$ cat src/rtl/afifo_pkg.sv
// Shared helpers for the asynchronous FIFO pointer blocks (wptr_full, rptr_empty).
// Contents:
//   GRAY_W    - widest pointer the conversion functions handle
//   bin2gray  - binary to reflected Gray code
//   gray2bin  - reflected Gray code to binary
// Both functions work on zero-extended GRAY_W-bit values. Leading zeros do not
// change either conversion, so a caller of any pointer width extends its value,
// calls the function and truncates the result back to its own width.
package afifo_pkg;

  localparam int GRAY_W = 32;

  // Binary to Gray: each bit is XORed with its upper neighbour.
  function automatic logic [GRAY_W-1:0] bin2gray(input logic [GRAY_W-1:0] b);
    return b ^ (b >> 1);
  endfunction

  // Gray to binary: each binary bit is the XOR of all Gray bits at or above it.
  function automatic logic [GRAY_W-1:0] gray2bin(input logic [GRAY_W-1:0] g);
    logic [GRAY_W-1:0] b;
    b = g;
    for (int i = GRAY_W - 2; i >= 0; i--) begin
      b[i] = b[i+1] ^ g[i];
    end
    return b;
  endfunction

endpackage

$ cat src/rtl/wptr_full_if.sv
// Write-side bundle between the write-domain producer and wptr_full.
// Parameter:
//   size         - FIFO address width (pointers are size+1 bits)
// Signals:
//   winc         - write request from the producer
//   wq2_rptr     - read Gray pointer already synchronized into the write clock
//   waddr        - RAM write address
//   wptr         - Gray write pointer towards the read-domain synchronizer
//   wfull        - FIFO full
//   walmost_full - occupancy at or above the almost-full threshold
//   wlevel       - conservative occupancy
//   woverflow    - sticky flag: a write was attempted while full
// Modports: master = producer side, slave = wptr_full.
interface wptr_full_if #(
  parameter int size = 4
);

  logic            winc;
  logic [size:0]   wq2_rptr;
  logic [size-1:0] waddr;
  logic [size:0]   wptr;
  logic            wfull;
  logic            walmost_full;
  logic [size:0]   wlevel;
  logic            woverflow;

  modport master (
    output winc,
    output wq2_rptr,
    input  waddr,
    input  wptr,
    input  wfull,
    input  walmost_full,
    input  wlevel,
    input  woverflow
  );

  modport slave (
    input  winc,
    input  wq2_rptr,
    output waddr,
    output wptr,
    output wfull,
    output walmost_full,
    output wlevel,
    output woverflow
  );

endinterface

$ cat src/rtl/wptr_full.sv
// Write-side pointer and status generator of the asynchronous FIFO.
// Runs entirely in the write clock domain. It counts accepted writes, provides
// the RAM write address and the Gray write pointer that is carried into the
// read domain, and derives full / almost-full / level / overflow from the read
// pointer already synchronized into this domain.
// Parameters:
//   size      - FIFO address width, depth = 2**size, >= 2
//   AF_THRESH - almost-full threshold in entries, 1..2**size
// Ports:
//   clk       - write-domain clock
//   rst_n     - asynchronous active-low reset, clears every register
//   bus       - wptr_full_if slave modport (winc, wq2_rptr in; status out)
module wptr_full
  import afifo_pkg::*;
#(
  parameter int size      = 4,
  parameter int AF_THRESH = 12
) (
  input  logic        clk,
  input  logic        rst_n,
  wptr_full_if.slave  bus
);

  localparam int          PW    = size + 1;
  localparam logic [31:0] AF_U  = 32'(AF_THRESH);

  logic [PW-1:0] wbin_q;
  logic [PW-1:0] wbin_d;
  logic [PW-1:0] wptr_q;
  logic [PW-1:0] wptr_d;
  logic [PW-1:0] wlevel_q;
  logic [PW-1:0] wlevel_d;
  logic [PW-1:0] rbin_s;
  logic [PW-1:0] full_cmp_s;
  logic          wen_s;
  logic          wfull_q;
  logic          wfull_d;
  logic          walmost_full_q;
  logic          walmost_full_d;
  logic          woverflow_q;
  logic          woverflow_d;

  // Next-state computation for pointers and status flags.
  always_comb begin
    wen_s      = bus.winc & ~wfull_q;
    wbin_d     = wbin_q + {{size{1'b0}}, wen_s};
    wptr_d     = PW'(bin2gray(32'(wbin_d)));
    rbin_s     = PW'(gray2bin(32'(bus.wq2_rptr)));
    // Full when the write pointer has lapped the read pointer exactly once:
    // the two Gray MSBs differ and all remaining bits match.
    full_cmp_s = {~bus.wq2_rptr[size:size-1], bus.wq2_rptr[size-2:0]};
    wfull_d    = (wptr_d == full_cmp_s);
    // Modular difference; the read pointer never passes the write pointer,
    // so the result stays within 0..2**size.
    wlevel_d       = wbin_d - rbin_s;
    walmost_full_d = ({{(32-PW){1'b0}}, wlevel_d} >= AF_U);
    woverflow_d    = woverflow_q | (bus.winc & wfull_q);
  end

  // State registers with asynchronous clear.
  always_ff @(posedge clk or negedge rst_n) begin
    if (!rst_n) begin
      wbin_q         <= {PW{1'b0}};
      wptr_q         <= {PW{1'b0}};
      wlevel_q       <= {PW{1'b0}};
      wfull_q        <= 1'b0;
      walmost_full_q <= 1'b0;
      woverflow_q    <= 1'b0;
    end else begin
      wbin_q         <= wbin_d;
      wptr_q         <= wptr_d;
      wlevel_q       <= wlevel_d;
      wfull_q        <= wfull_d;
      walmost_full_q <= walmost_full_d;
      woverflow_q    <= woverflow_d;
    end
  end

  // The RAM address is the registered binary pointer, so it holds the
  // pre-increment value on the edge that accepts a write.
  assign bus.waddr        = wbin_q[size-1:0];
  assign bus.wptr         = wptr_q;
  assign bus.wfull        = wfull_q;
  assign bus.walmost_full = walmost_full_q;
  assign bus.wlevel       = wlevel_q;
  assign bus.woverflow    = woverflow_q;

endmodule

$ cat src/flat_wrapper.sv
// flat-port wrapper written by rule: the top's interface ports become plain ports
module wptr_full_flat import afifo_pkg::*;
#(
  parameter int size      = 4,
  parameter int AF_THRESH = 12
)
  (clk, rst_n, bus_winc, bus_wq2_rptr, bus_waddr, bus_wptr, bus_wfull, bus_walmost_full, bus_wlevel, bus_woverflow);
  wptr_full_if #(.size(size)) bus_i ();
  input  logic clk;
  input  logic rst_n;
  input wire logic [$bits(bus_i.winc)-1:0] bus_winc;
  input wire logic [$bits(bus_i.wq2_rptr)-1:0] bus_wq2_rptr;
  output wire logic [$bits(bus_i.waddr)-1:0] bus_waddr;
  output wire logic [$bits(bus_i.wptr)-1:0] bus_wptr;
  output wire logic [$bits(bus_i.wfull)-1:0] bus_wfull;
  output wire logic [$bits(bus_i.walmost_full)-1:0] bus_walmost_full;
  output wire logic [$bits(bus_i.wlevel)-1:0] bus_wlevel;
  output wire logic [$bits(bus_i.woverflow)-1:0] bus_woverflow;
  assign bus_i.winc = bus_winc;
  assign bus_i.wq2_rptr = bus_wq2_rptr;
  assign bus_waddr = bus_i.waddr;
  assign bus_wptr = bus_i.wptr;
  assign bus_wfull = bus_i.wfull;
  assign bus_walmost_full = bus_i.walmost_full;
  assign bus_wlevel = bus_i.wlevel;
  assign bus_woverflow = bus_i.woverflow;
  wptr_full #(.size(size), .AF_THRESH(AF_THRESH)) u_core (.clk(clk), .rst_n(rst_n), .bus(bus_i));
endmodule
$ cat config.mk
export PLATFORM = sky130hd
export DESIGN_NAME = wptr_full_flat
export DESIGN_NICKNAME = d
export VERILOG_FILES = /design/src/rtl/afifo_pkg.sv /design/src/rtl/wptr_full_if.sv /design/src/rtl/wptr_full.sv /design/src/flat_wrapper.sv
export SDC_FILE = /design/constraint.sdc
export NUM_CORES = 1
export LEC_CHECK = 0
export BUFFER_PORTS_ARGS = -buffer_cell sky130_fd_sc_hd__clkbuf_2
export CAP_MARGIN = 20
export CORE_ASPECT_RATIO = 1.1
export CORE_MARGIN = 2
export CORE_UTILIZATION = 50
export DETAILED_ROUTE_END_ITERATION = 10
export PLACE_DENSITY = 0.76
export SLEW_MARGIN = 0
export SYNTH_ARGS = -nofsm -noshare
export SYNTH_HDL_FRONTEND = slang
export SYNTH_SLANG_ARGS = --single-unit
$ cat constraint.sdc
create_clock -name clk -period 3.2 [get_ports clk]
set_clock_uncertainty 0.2 [all_clocks]
set_input_delay 0.16 -clock clk [delete_from_list [all_inputs] [get_ports clk]]
set_output_delay 0.16 -clock clk [all_outputs]
set_load 0.01 [all_outputs]
==> metrics.md <==
| Metric | Value |
|---|---|
| Peak fanout along the critical path | 6 |
| Pleak | between 0.5 and 0.6 nW |
| Die area | roughly 0.0022 mm^2 |
| Tightest hold margin | a little over 0.04 ns |
| Post-Synthesis Cells | 78 |
| Global placer's final weighted congestion | between 0.7 and 0.8 |
| Hold WC Path Type | in2reg |
| RSZ-0062 raised after global routing | false |
| Share of cells above drive strength 1 | 0.3611 |
| Met2 usage | 0.2619 |
| Post-CTS Setup Inserts | 0 |
| Initial DRT Pass Iterations | 4 |
| Worst path most repeated cell | nor2b_1 |
| Part of the cycle the worst path needs | 0.9503 |
| Final nets | about 120 |
| Fin crit period | approximately 3 ns |
| Final hold violation count | 0 |
| Netlist cell types | 28 |
| Net Count, Synth | 93 |
| CP arrival | 3.02 ns |
| Final setup viols | 0 |
| Starting density of the core | 0.5281 |
| # clock sinks | 17 |
| Worst slew pin tran | between 0.4 and 0.5 ns |
| Leading area contributor after synthesis | dfrtp_1 |
| Crit-path cells | dlygate4sd3_1 -> clkbuf_2 -> nor2b_1 -> ha_1 -> ha_2 -> inv_1 -> fa_2 -> nor2b_1 -> o21ai_0 -> and3_1 -> or4b_1 |
| Via count | between 600 and 700 |
| #FFs+latches synth | 17 |
| I/O Pins | 25 |
| DR WL/cell | 12.89 um |
| Initial DRC count | 9 |
| Die Ht | 49.50 um |
| Dpl hpwl | between 1 and 1.5 mm |
| Area Growth Syn to Fin | 21.01% |
| Share of flip-flops with an asynchronous set or reset | 1.000 |
| Crit path launch type | input pin |
| Initial antenna violation count | 0 |
| Synthesized cell area | roughly 940 um^2 |
| FP Rows | 16 |
| Placed insts | 120 |
| Slowest stage delay, CP | approximately 0.53 ns |
| Sequential cell area fraction in the yosys report | 0.4521 |
| Total placed instance area | 0.001086 mm^2 |
| CTS Buf Count | 3 |
| Crit path kind | in2reg |
| Slowest CP cell | dlygate4sd3_1 |
| Fin cells | 126 |
| CP Capture Type | flip-flop |
| Final Util | 0.6390 |
| Setup TNS Final | 0 ns |
| Total wire length | between 1.5 and 2 mm |
| Vias per Instance | ~5.3 |
| Most frequent cell after synthesis | dfrtp_1 |
| Power per standard cell area | between 1000 and 1500 mW/mm^2 |
| Reg2Reg Setup Slack | 0.32 ns |
| Vias in the first global route | a little over 600 |
| Chip width | 45.36 um |
| Port Buffers | 24 |
| Design area | 0.001139 mm^2 |
| Grt met3 use | 0.04762 |
| Drt drc | 0 |
| Final Power | ~1.4 mW |
| Global-route wire length before repair | between 2 and 3 mm |
| GRT overflow | 0 |
| Largest net degree at the start of global routing | 18 |
| Area fraction of the dominant cell type after synthesis | 0.4521 |
| H-tree depth | 1 |
| Top post-synthesis cells by area | dfrtp_1 45%, xnor2_1 11%, ha_1 8.0% |
| EDFF count, synth | 0 |
| Ys Warns | 0 |
| Outcome | completed |
| Routed Antenna Nets | 0 |
| Ant. Diodes | 0 |
| Worst Slack Setup Final | around 0.16 ns |
| Max Cap Violations | 0 |
| Clock tree buffer depth | 2 |
| Post-synth top cells | 17 x dfrtp_1, 12 x xnor2_1, 8 x inv_1 |
| CTS tree | yes |
| F_max | around 0.33 GHz |
| Main synth FF type | dfrtp_1 |
| Required @ worst endpoint | roughly 3.2 ns |
| GR peak layer | met2 |
| Clock-pin slew on the worst setup and hold paths | around 0.11 ns |
| Syn_area_per_cell | between 10 and 15 um^2 |
| Maximum VDD drop | 0.0006603 V |
| Slew margin rel. | 0.7162 |
| Dpl ws | ~0.045 ns |
| Met1 Use GR | 0.2043 |
| Clk_lat worst skew | roughly 0.3 ns |
| Core Box Area | around 0.0018 mm^2 |
| Root buffer cell | clkbuf_4 |
| Total track usage | 0.1722 |
| Fin. max-slew vios | 0 |
[routing by layer]
metal / up-vias / routed length, um
met3: 2 / 64
met1: 323 / 718
met2: 18 / 812
met4: 0 / 28
li1: 321 / -
met5: - / 0
[what timing repair did]
action                                  in CTS  in global routing
endpoints found under the setup margin       0                  1
hold endpoints to repair                    18                  0
gates resized for setup                      0                  2
hold buffers                                 2                  0
[worst paths after layout]
kind                       cells past startpoint                  from                      end
setup / recovery                              11              bus_winc  u_core.bus.walmost_full
setup reg to reg                               9      u_core.bus.wfull  u_core.bus.walmost_full
max in group asynchronous                      2                 rst_n         u_core.wbin_q[0]
min in group asynchronous                      2                 rst_n         u_core.wbin_q[2]
hold / removal                                 4       bus_wq2_rptr[1]         u_core.bus.wfull
hold reg to reg                                1  u_core.bus.woverflow     u_core.bus.woverflow
[critical path: cells and delay by family]
kind / cells / cell delay (ns)
compound gates: 1 / 0.09
simple gates: 4 / 0.95
fa+ha+maj: 3 / 1.08
buf+inv: 3 / 0.74
[power breakdown]
part | internal, mW | leakage (nW) | switching (mW)
sequential | 0.335 | 0.201 | 0.0790
clock | 0.0465 | 0.0177 | 0.0697
combinational | 0.412 | 0.339 | 0.447
[sequential cells by signal (all words and copies together) (netlist names)]
| register | flops |
|---|---|
| u_core.bus.wlevel | 5 |
| u_core.wbin_q | 5 |
| u_core.bus.wptr | 4 |
| u_core.bus.woverflow | 1 |
| u_core.bus.wfull | 1 |
| u_core.bus.walmost_full | 1 |
[logic make-up (layout without fill, tap and decap cells)]
logic type,after synthesis,in the layout,share of synthesized area
and+or+nand+nor,13,13,0.09310
DFF,17,17,0.4521
adders and majority gates,7,7,0.1011
AOI/OAI and AO/OA,10,10,0.08643
muxes,1,1,0.01064
buffers and inverters,9,39,0.03723
xor gates and xnor gates,21,21,0.2194
[cell usage in the layout, fill, tap and decap left out, drive strengths merged]
cell type	netlist	final
dfrtp	17	17
and3	1	1
inv	8	8
or4b	1	1
a31oi	1	1
a2111oi	1	1
nand4	1	1
a21oi	2	2
o21ai	1	1
dlygate4sd3	0	2
o2bb2ai	1	1
xnor2	14	14
ha	6	6
or3	1	1
fa	1	1
xor2	7	7
a21bo	1	1
or2	1	1
nand4b	1	1
buf	1	1
nor2b	2	2
a21o	2	2
clkinv	0	1
nand3	4	4
clkbuf	0	27
a21boi	1	1
mux2i	1	1
nor4	1	1
[area by class of cell]
type	instances	area (um^2)
sequential	17	425.4
fill	140	643.1
timing repair buffer	27	147.6
multi-input combinational	52	485.5
clock inverter	1	5.005
clock buffer	3	22.52
tap	18	22.52
inverter	8	30.03
Note: power is estimated with default switching activity, not from simulation.
